**src/rtl/fun.sv**
```systemverilog
// Iterative unit computing a * floor(cbrt(b)) for 8-bit operands, 11-bit result.
// Latency 42 cycles of busy per operation; start is ignored while busy (no queueing).
module fun (
    input  logic        clk,
    input  logic        rst,
    input  logic [7:0]  a_i,
    input  logic [7:0]  b_i,
    input  logic        start,
    output logic [10:0] result,
    output logic        busy
);

    localparam logic [2:0] IDLE      = 3'd0;
    localparam logic [2:0] Y_SHIFT   = 3'd1;
    localparam logic [2:0] MUL_YY    = 3'd2;
    localparam logic [2:0] TERM      = 3'd3;
    localparam logic [2:0] CMP       = 3'd4;
    localparam logic [2:0] FINAL_MUL = 3'd5;
    localparam logic [2:0] DONE      = 3'd6;

    logic [2:0]  state;
    logic [7:0]  a_r;
    logic [7:0]  x;
    logic [3:0]  y;
    logic [1:0]  iter;
    logic [15:0] t;
    logic [10:0] acc;
    logic [10:0] mcand;
    logic [7:0]  mplier;
    logic [2:0]  cnt;

    logic [3:0]  y_dbl;
    logic [3:0]  y_fin;
    logic        ge;
    logic [15:0] p_ext;
    logic [15:0] term_base;
    logic [15:0] term_val;

    always_comb begin
        y_dbl     = {y[2:0], 1'b0};
        ge        = ({8'd0, x} >= t);
        y_fin     = y + {3'd0, ge};
        p_ext     = {5'd0, acc};
        // 3*p + 1 via shift/add, kept 16 bits wide so the shift below never truncates
        term_base = (p_ext << 1) + p_ext + 16'd1;
        case (iter)
            2'd0:    term_val = term_base << 6;
            2'd1:    term_val = term_base << 3;
            default: term_val = term_base;
        endcase
    end

    always_ff @(posedge clk) begin
        if (!rst) begin
            state  <= IDLE;
            a_r    <= '0;
            x      <= '0;
            y      <= '0;
            iter   <= '0;
            t      <= '0;
            acc    <= '0;
            mcand  <= '0;
            mplier <= '0;
            cnt    <= '0;
            result <= '0;
            busy   <= 1'b0;
        end else begin
            case (state)
                IDLE: begin
                    if (start) begin
                        a_r   <= a_i;
                        x     <= b_i;
                        y     <= '0;
                        iter  <= '0;
                        busy  <= 1'b1;
                        state <= Y_SHIFT;
                    end
                end
                Y_SHIFT: begin
                    y      <= y_dbl;
                    mcand  <= {7'd0, y_dbl};
                    mplier <= {4'd0, y_dbl + 4'd1};
                    acc    <= '0;
                    cnt    <= '0;
                    state  <= MUL_YY;
                end
                MUL_YY, FINAL_MUL: begin
                    // The true product always fits in 11 bits, so dropping high mcand bits is harmless
                    if (mplier[0])
                        acc <= acc + mcand;
                    mcand  <= mcand << 1;
                    mplier <= mplier >> 1;
                    cnt    <= cnt + 3'd1;
                    if (cnt == 3'd7)
                        state <= (state == MUL_YY) ? TERM : DONE;
                end
                TERM: begin
                    t     <= term_val;
                    state <= CMP;
                end
                CMP: begin
                    if (ge) begin
                        x <= x - t[7:0];
                        y <= y_fin;
                    end
                    if (iter == 2'd2) begin
                        mcand  <= {3'd0, a_r};
                        mplier <= {4'd0, y_fin};
                        acc    <= '0;
                        cnt    <= '0;
                        state  <= FINAL_MUL;
                    end else begin
                        iter  <= iter + 2'd1;
                        state <= Y_SHIFT;
                    end
                end
                DONE: begin
                    result <= acc;
                    busy   <= 1'b0;
                    state  <= IDLE;
                end
                default: state <= IDLE;
            endcase
        end
    end

endmodule

```
**config.mk**
```make
export PLATFORM = sky130hd
export DESIGN_NAME = fun
export DESIGN_NICKNAME = d
export VERILOG_FILES = /design/src/rtl/fun.sv
export SDC_FILE = /design/constraint.sdc
export NUM_CORES = 1
export LEC_CHECK = 0
export CAP_MARGIN = 25
export CORE_ASPECT_RATIO = 1.4
export CORE_UTILIZATION = 51
export CTS_CLUSTER_SIZE = 25
export DETAILED_ROUTE_END_ITERATION = 10
export PLACE_DENSITY = 0.8
export SLEW_MARGIN = 30
export SYNTH_ARGS = -nofsm -noshare
export SYNTH_HDL_FRONTEND = slang
export SYNTH_SLANG_ARGS = --single-unit
```
**constraint.sdc**
```tcl
create_clock -name clk -period 8 [get_ports clk]
set_clock_uncertainty 0.2 [all_clocks]
set_input_delay 2.4 -clock clk [delete_from_list [all_inputs] [get_ports clk]]
set_output_delay 2.4 -clock clk [all_outputs]
set_load 0.02 [all_outputs]
```
==> Yosys cells after proc, flatten, opt, wreduce, memory -nomap -nowiden <==
Cells that the tools add are included.
{ "totals": {"ff_bits": 86, "word_cells": 77} }
{ "op_classes": {"add_sub_neg": 8, "order_cmp": 1, "eq_ne": 15, "n_mux": 26, "reduce_logical": 15} }
{ "ops": {"columns": ["operator", "count"], "rows": [
  ["11-bit case mux with 3 select lines", 2],
  ["11-bit 2-to-1 mux", 3],
  ["16-bit case mux with 2 select lines", 1],
  ["8-bit 2-to-1 mux", 3],
  ["8-bit case mux with 3 select lines", 1],
  ["8-bit by 16-bit >= comparator with 1-bit output", 1],
  ["8-bit case mux with 2 select lines", 1],
  ["3-bit 2-to-1 mux", 5],
  ["3-bit case mux with 5 select lines", 1],
  ["13-bit by 1-bit adder with 14-bit output (second input constant)", 1],
  ["12-bit by 11-bit adder with 13-bit output", 1],
  ["3-bit equality test (second input constant)", 4],
  ["2-bit != test (second input constant)", 6],
  ["4-bit case mux with 3 select lines", 1],
  ["3-bit AND reduction", 4],
  ["11-bit adder", 1],
  ["3-bit case mux with 3 select lines", 1],
  ["4-bit 2-to-1 mux", 2],
  ["2-bit AND reduction", 4],
  ["8-bit subtractor", 1],
  ["3-bit by 2-bit equality test with 1-bit output (second input constant)", 2],
  ["3-bit nonzero test", 2],
  ["4-bit by 1-bit adder with 4-bit output", 1],
  ["4-bit by 1-bit adder with 4-bit output (second input constant)", 1],
  ["13 further kinds", 15]
]} }

==> Longest topological paths before layout <==
Gate-level depths: netlist of run 1.
{ "logic_depth": {"word_depth": 4, "mapped_depth": 10} }

==> Worst setup path before layout of run 1 <==
OpenSTA, ideal clock, no wires.
{ "synth_path": {"kind": "input -> register", "start": "in start", "end": "reg x[1]", "arrival_time_ns": 3.332, "t_required_ns": 7.672, "slack_ns": 4.340, "cell_stages": 5, "path_cell_list": "nor4b_1 > clkbuf_1 > nor3_1 > a21oi_1 > nor2_1"} }
{ "synth_between": {"elab_chain_len": 2} }
{ "synth_rtl": {"columns": ["item", "line", "text"], "rows": [
  ["from (decl)", "8", "input logic start,"],
  ["2-bit != test (no line)", null, null],
  ["3-bit AND reduction (no line)", null, null],
  ["to (signal assigned)", "72", "x <= b_i;"],
  ["to (signal assigned)", "103", "x <= x - t[7:0];"],
  ["to (decl)", "23", "logic [7:0] x;"]
]} }
Every way passes these cells.
A chain may end at the register's enable or synchronous reset.

==> Final worst setup path of run 1 <==
{ "layout_path": {"start": "in rst", "end": "reg acc[6]"} }
{ "layout_rtl": {"columns": ["item", "line", "text"], "rows": [
  ["from (decl)", "5", "input logic rst,"],
  ["to (signal assigned)", "90", "acc <= acc + mcand;"],
  ["to (decl)", "27", "logic [10:0] acc;"]
]} }
No word-level cell between the ends.

==> flow_metrics.py, run 1 <==
metrics = {
    "run_status": {
        "status": "finished, final reports clean",
    },
    "detailed_routing": {
        "num_vias": 4654,
        "remaining_drc_errors": 0,
        "wl_um": 12300,
        "post_drt_via_cell_ratio": 6.04,
        "ant_nets": 0,
        "dr.pass1.iters": 6,
        "wl_per_cell_um": 16.0,
        "drtIter0Drc": 327,
    },
    "final_layout": {
        "drive_gt1_share_pct": 5.49,
        "antenna_cells": 0,
        "synthToLayoutAreaGrowth_pct": 11.7,
        "fill_cells": 853,
        "seqCellArea_um2": 1640,
        "fin_nets": 696,
        "final_core_util_pct": 59.3,
        "multi_input_area_um2": 3220,
    },
    "timing": {
        "fmaxAchievable_mhz": 228,
        "holdWs_ps": 256,
        "tns_ps": 0,
        "timing.final.crit_period_ps": 4380,
        "drv_slew": 0,
        "hold_viol_final": 0,
        "rsz0062_at_grt": "false",
        "fin_crit_sh_pct": 54.8,
        "maxSlewHeadroom_pct": 41.6,
        "worstMarginPinSlew_ps": 873,
        "final-setup-viol-count": 0,
    },
    "hold_path": {
        "hold_class": "flip-flop to flip-flop",
        "hp-start": "a_r[4]$_SDFFE_PN0P_",
        "min_path_cells": 2,
        "hold_end": "a_r[4]$_SDFFE_PN0P_",
    },
    "clocking": {
        "cts_sinks": 82,
        "hold_buffers": 0,
        "cts_tree": "done",
        "htreeDepth": 3,
        "clock_latency_ps": 340,
        "path_clk_slew_ps": 60,
        "cts_root_buf": "clkbuf_16",
        "cts_resized": 0,
        "cts_setup_buffers": 0,
        "cts_buffers": 9,
        "max-clock-path-buffers": 2,
    },
    "worst_setup_path": {
        "reg2regPathDepth": 10,
        "worstPathMaxFanout": 49,
        "cp_slowest_cell": "clkdlybuf4s50_1",
        "path_class": "input pin to flip-flop",
        "rr_endpoint": "mplier[2]$_SDFFE_PN0P_",
        "path_buf_inv": 4,
        "cp-end-kind": "flip-flop",
        "worst-r2r-setup-slack_ps": 5040,
        "cp.arrival_ps": 4420,
        "crit_top_cell": "buf_4",
        "worst_setup_path_start_kind": "input pin",
        "r2r_start": "x[0]$_SDFFE_PN0P_",
        "crit_chain": "clkdlybuf4s50_1, buf_4, clkinv_1, buf_4, o41ai_1",
        "required_ps": 8040,
        "crit_family": "buffers and inverters",
        "crit_path_max_incr_delay_ps": 460,
    },
    "placement": {
        "io_buffer_count": 30,
        "place.gp.congestion": 0.834,
        "hpwl_um": 8800,
    },
    "synth": {
        "syn-num-nets": 688,
        "netlist-cell-type-count": 75,
        "ys_warn_count": 0,
        "synth_edf_count": 0,
        "syn_inst": 628,
        "synth_flop_cell": "dfxtp_1",
        "syn_area_per_cell_um2": 8.13,
        "synth_seq_cells": 82,
        "async_flop_share_pct": 0,
        "netlist_area_um2": 5110,
        "yosysSeqAreaShare_pct": 32.1,
    },
    "floorplanning": {
        "fp.dieArea_um2": 10400,
        "dieHeight_um": 120,
        "start_util_pct": 53.1,
        "ioPinCount": 31,
        "rows": 42,
        "die_x_um": 86.6,
        "core_area_um2": 9620,
    },
    "grt": {
        "grt_max_degree": 50,
        "grt_pass1_vias": 4550,
        "antenna_found_initial": 0,
        "grt_overflow": 0,
        "grt_util_all_layers_pct": 24.8,
        "grt_pass1_wl_um": 20600,
    },
    "power_and_ir_drop": {
        "ir_drop_mv": 0.122,
        "finalPower_uw": 961,
        "power_density_nw_per_um2": 168,
        "p_leak_uw": 0.00215,
    },
    "job": {
        "max_cap_violations": 0,
    },
}
==> how the worst max path moves through the flow <==
| stage | to | start | cells after the start |
|---|---|---|---|
| after floorplan | x[1]$_SDFFE_PN0P_ | start | 5 |
| after global placement | acc[6]$_SDFFE_PN0P_ | rst | 5 |
| after detailed placement | acc[6]$_SDFFE_PN0P_ | rst | 5 |
| after CTS | acc[6]$_SDFFE_PN0P_ | rst | 5 |
| after global routing | acc[6]$_SDFFE_PN0P_ | rst | 5 |
| final | acc[6]$_SDFFE_PN0P_ | rst | 5 |
==> area by class of cell <==
| cell class | count | area share (%) |
|---|---|---|
| Clock buffer | 10 | 4.19 |
| Inverter | 26 | 1.71 |
| Tap cell | 132 | 2.90 |
| Clock inverter | 3 | 0.329 |
| Timing Repair Buffer | 33 | 5.66 |
| Sequential cell | 82 | 28.8 |
| Multi-Input combinational cell | 484 | 56.4 |
==> report_power, final <==
part           switching [uW]  total [uW]  leakage (uW)  internal [uW]
Combinational            89.5         148       0.00135           58.4
Sequential               16.2         442      0.000666            426
Clock                     158         371      0.000130            213
Total                     264         961       0.00215            697
==> routing by layer <==
layer / GRT usage [%] / wire (um) / vias up
li1: - / - / 2296
met1: 28.8 / 5090 / 2173
met2: 43.5 / 6240 / 157
met3: 3.75 / 608 / 28
met4: 13.0 / 369 / 0
met5: 0 / 0 / -
==> cell usage in the layout (no fill, tap or decap), types with 9 or more instances in the layout <==
cell type | synthesis | routed
a221oi_1 | 14 | 14
dfxtp_1 | 82 | 82
nor2_1 | 48 | 47
a21oi_1 | 58 | 58
clkbuf_16 | 0 | 9
nand2b_1 | 9 | 9
nor3_1 | 19 | 19
nand2_1 | 62 | 62
inv_1 | 24 | 24
nor2b_1 | 20 | 20
a22oi_1 | 15 | 15
ha_1 | 38 | 38
mux2i_1 | 10 | 10
o21ai_1 | 12 | 12
nand3_1 | 13 | 13
o21ai_0 | 32 | 32
a31oi_1 | 9 | 9
clkdlybuf4s50_1 | 0 | 30
==> worst reg2reg max path: cells and delay by family, from the launching register on <==
| family | cells | cell delay, ps |
|---|---|---|
| compound gates | 4 | 960 |
| xor+xnor | 1 | 160 |
| fa+ha+maj | 4 | 1180 |
| buf+inv | 1 | 60 |
| flops | 1 | 330 |
==> cells in the mapped netlist (4+ instances only) <==
cell	instances	area share (%)
dfxtp_1	82	32
nand2_1	62	4.6
a21oi_1	58	5.7
nor2_1	48	3.5
ha_1	38	9.3
o21ai_0	32	3.1
clkbuf_1	27	2.0
inv_1	24	1.8
nor2b_1	20	2.4
nor3_1	19	1.9
a22oi_1	15	2.2
a221oi_1	14	2.4
nand3_1	13	1.3
o21ai_1	12	1.2
mux2i_1	10	2.0
a31oi_1	9	1.1
nand2b_1	9	1.1
a211oi_1	8	1.2
xnor2_1	8	1.4
xor2_1	8	1.4
o21a_1	7	1.0
nand3b_1	5	0.74
a21o_1	4	0.59
and3_1	4	0.49
buf_2	4	0.39
nand4_1	4	0.49
nor3b_1	4	0.59
nor4_1	4	0.49
or3_1	4	0.49
==> sequential cells by signal, indices dropped and copies added (netlist names) <==
signal	cells
a_r	8
cnt	3
busy	1
acc	11
x	8
iter	2
mplier	4
mcand	11
y	4
result	11
state	3
t	16
==> through the flow <==
stage / std cells / worst slack, ps / area, um2
2_1_floorplan: 628 / 4340 / 5110
3_3_place_gp: 757 / 3370 / 5440
3_5_place_dp: 757 / 3320 / 5440
4_1_cts: 770 / 3660 / 5700
5_1_grt: 770 / 3440 / 5700
6_report: 770 / 3620 / 5700
==> cells by family after synthesis <==
logic type                 share of synthesized area (%)
and+or+nand+nor                                     21.0
AOI/OAI and AO/OA                                   26.0
DFF                                                 32.1
buffers and inverters                               5.02
adders and majority gates                           10.5
xor gates and xnor gates                            2.74
muxes                                               2.62
(Power assumes the default switching activity.)
==> run 2: changes to the inputs <==
- clock period: 8 -> 4.5 ns (I/O delays scaled with it)
==> flow_metrics.py, run 2 (synthesized netlist as in run 1, its figures left out) <==
metrics = {
    "power_and_ir_drop": {
        "p_leak_uw": 0.00215,
        "ir_drop_mv": 0.251,
        "power_density_nw_per_um2": 299,
        "finalPower_uw": 1710,
    },
    "final_layout": {
        "largest_reg_flops": 16,
        "final_cell_mix": "82 x dfxtp_1, 62 x nand2_1, 58 x a21oi_1",
        "synthToLayoutAreaGrowth_pct": 11.9,
        "fin_nets": 698,
        "antenna_cells": 0,
        "fill_cells": 839,
        "regMostFlops": "t",
        "drive_gt1_share_pct": 5.47,
        "final_common_cell": "dfxtp_1",
    },
    "worst_setup_path": {
        "crit_chain": "clkdlybuf4s50_1, nor4b_2, buf_4, or2_1, o21ai_1, a41o_1",
        "crit_family": "buffers and inverters",
        "r2r_start": "x[0]$_SDFFE_PN0P_",
        "reg2regPathDepth": 10,
        "rr_endpoint": "mplier[2]$_SDFFE_PN0P_",
        "worst-r2r-setup-slack_ps": 1540,
        "path_buf_inv": 2,
        "worst_setup_path_start_kind": "input pin",
        "worstPathMaxFanout": 14,
        "cp_slowest_cell": "clkdlybuf4s50_1",
        "critical_path.endpoint": "x[7]$_SDFFE_PN0P_",
        "cp.arrival_ps": 3130,
        "required_ps": 4530,
        "crit_path_max_incr_delay_ps": 550,
        "path_class": "input pin to flip-flop",
        "cp-end-kind": "flip-flop",
        "crit_start": "start",
        "crit_cells": 6,
    },
    "timing": {
        "fmaxAchievable_mhz": 322,
        "worstMarginPinSlew_ps": 924,
        "hold_viol_final": 0,
        "fin_crit_sh_pct": 69.1,
        "timing.final.crit_period_ps": 3110,
        "rsz0062_at_grt": "false",
        "maxSlewHeadroom_pct": 38.2,
        "final-setup-viol-count": 0,
        "drv_slew": 0,
        "tns_ps": 0,
    },
    "clocking": {
        "cts_tree": "done",
        "cts_resized": 0,
        "max-clock-path-buffers": 2,
        "clock_latency_ps": 330,
        "cts_sinks": 82,
        "cts_root_buf": "clkbuf_16",
        "path_clk_slew_ps": 60,
        "cts_setup_buffers": 0,
        "hold_buffers": 0,
        "htreeDepth": 3,
        "cts_buffers": 9,
    },
    "floorplanning": {
        "rows": 42,
        "ioPinCount": 31,
        "fp.dieArea_um2": 10400,
        "dieHeight_um": 120,
        "die_x_um": 86.6,
        "start_util_pct": 53.1,
        "core_area_um2": 9620,
    },
    "hold_path": {
        "min_path_cells": 2,
        "hold_class": "flip-flop to flip-flop",
    },
    "detailed_routing": {
        "remaining_drc_errors": 0,
        "dr.pass1.iters": 5,
        "num_vias": 4688,
        "wl_per_cell_um": 15.7,
        "post_drt_via_cell_ratio": 6.07,
        "drtIter0Drc": 293,
        "ant_nets": 0,
        "wl_um": 12100,
    },
    "grt": {
        "grt_util_all_layers_pct": 24.2,
        "grt_max_degree": 49,
        "grt_pass1_vias": 4437,
        "antenna_found_initial": 0,
        "grt_pass1_wl_um": 20100,
        "grt_overflow": 0,
    },
    "job": {
        "max_cap_violations": 0,
    },
    "placement": {
        "io_buffer_count": 30,
        "place.gp.congestion": 0.834,
        "hpwl_um": 8780,
    },
    "run_status": {
        "status": "finished, final reports clean",
    },
}
-- run 2: per-stage QoR --
stage / instances / hold WS (ps) / utilization [%] / area (um2) / setup WS, ps
after floorplan: 628 / 236 / - / 5110 / 1890
after global placement: 759 / 243 / 56.8 / 5460 / 1140
after detailed placement: 759 / 247 / 56.8 / 5460 / 1070
after CTS: 772 / 255 / 59.4 / 5720 / 1370
after global routing: 772 / 277 / 59.4 / 5720 / 1280
final: 772 / 254 / 59.4 / 5720 / 1390
-- run 2: final cells by class --
type	instances	area, um2	area share [%]
Clock buffer	11	243	4.25
Clock inverter	2	16.3	0.285
Inverter	26	97.6	1.71
Multi-Input combinational cell	484	3220	56.2
Sequential cell	82	1640	28.7
Tap cell	132	165	2.89
Timing Repair Buffer	35	338	5.91
-- run 2: worst min-delay path, stage by stage, from the launching register on --
cell     delay, ps
dfxtp_1        310
nand2_1         50
a21oi_1         50
-- run 2: worst min path at each step --
stage,from,endpoint,slack (ps)
2_1_floorplan,a_r[1]$_SDFFE_PN0P_,a_r[1]$_SDFFE_PN0P_,240
3_3_place_gp,a_r[4]$_SDFFE_PN0P_,a_r[4]$_SDFFE_PN0P_,240
3_5_place_dp,a_r[4]$_SDFFE_PN0P_,a_r[4]$_SDFFE_PN0P_,250
4_1_cts,a_r[4]$_SDFFE_PN0P_,a_r[4]$_SDFFE_PN0P_,250
5_1_grt,a_r[4]$_SDFFE_PN0P_,a_r[4]$_SDFFE_PN0P_,280
6_report,a_r[4]$_SDFFE_PN0P_,a_r[4]$_SDFFE_PN0P_,250
-- run 2: routing by layer --
layer | global-route usage, % | wire length, um
met4 | 15.2 | 527
met1 | 28.3 | 5070
met2 | 41.4 | 6130
met3 | 3.07 | 405
met5 | 0 | 0
-- run 2: report_power, final --
group | internal, uW | total [uW] | leakage (uW) | switching, uW
Combinational | 105 | 266 | 0.00136 | 160
Sequential | 758 | 786 | 0.000666 | 28.4
Clock | 380 | 656 | 0.000124 | 275
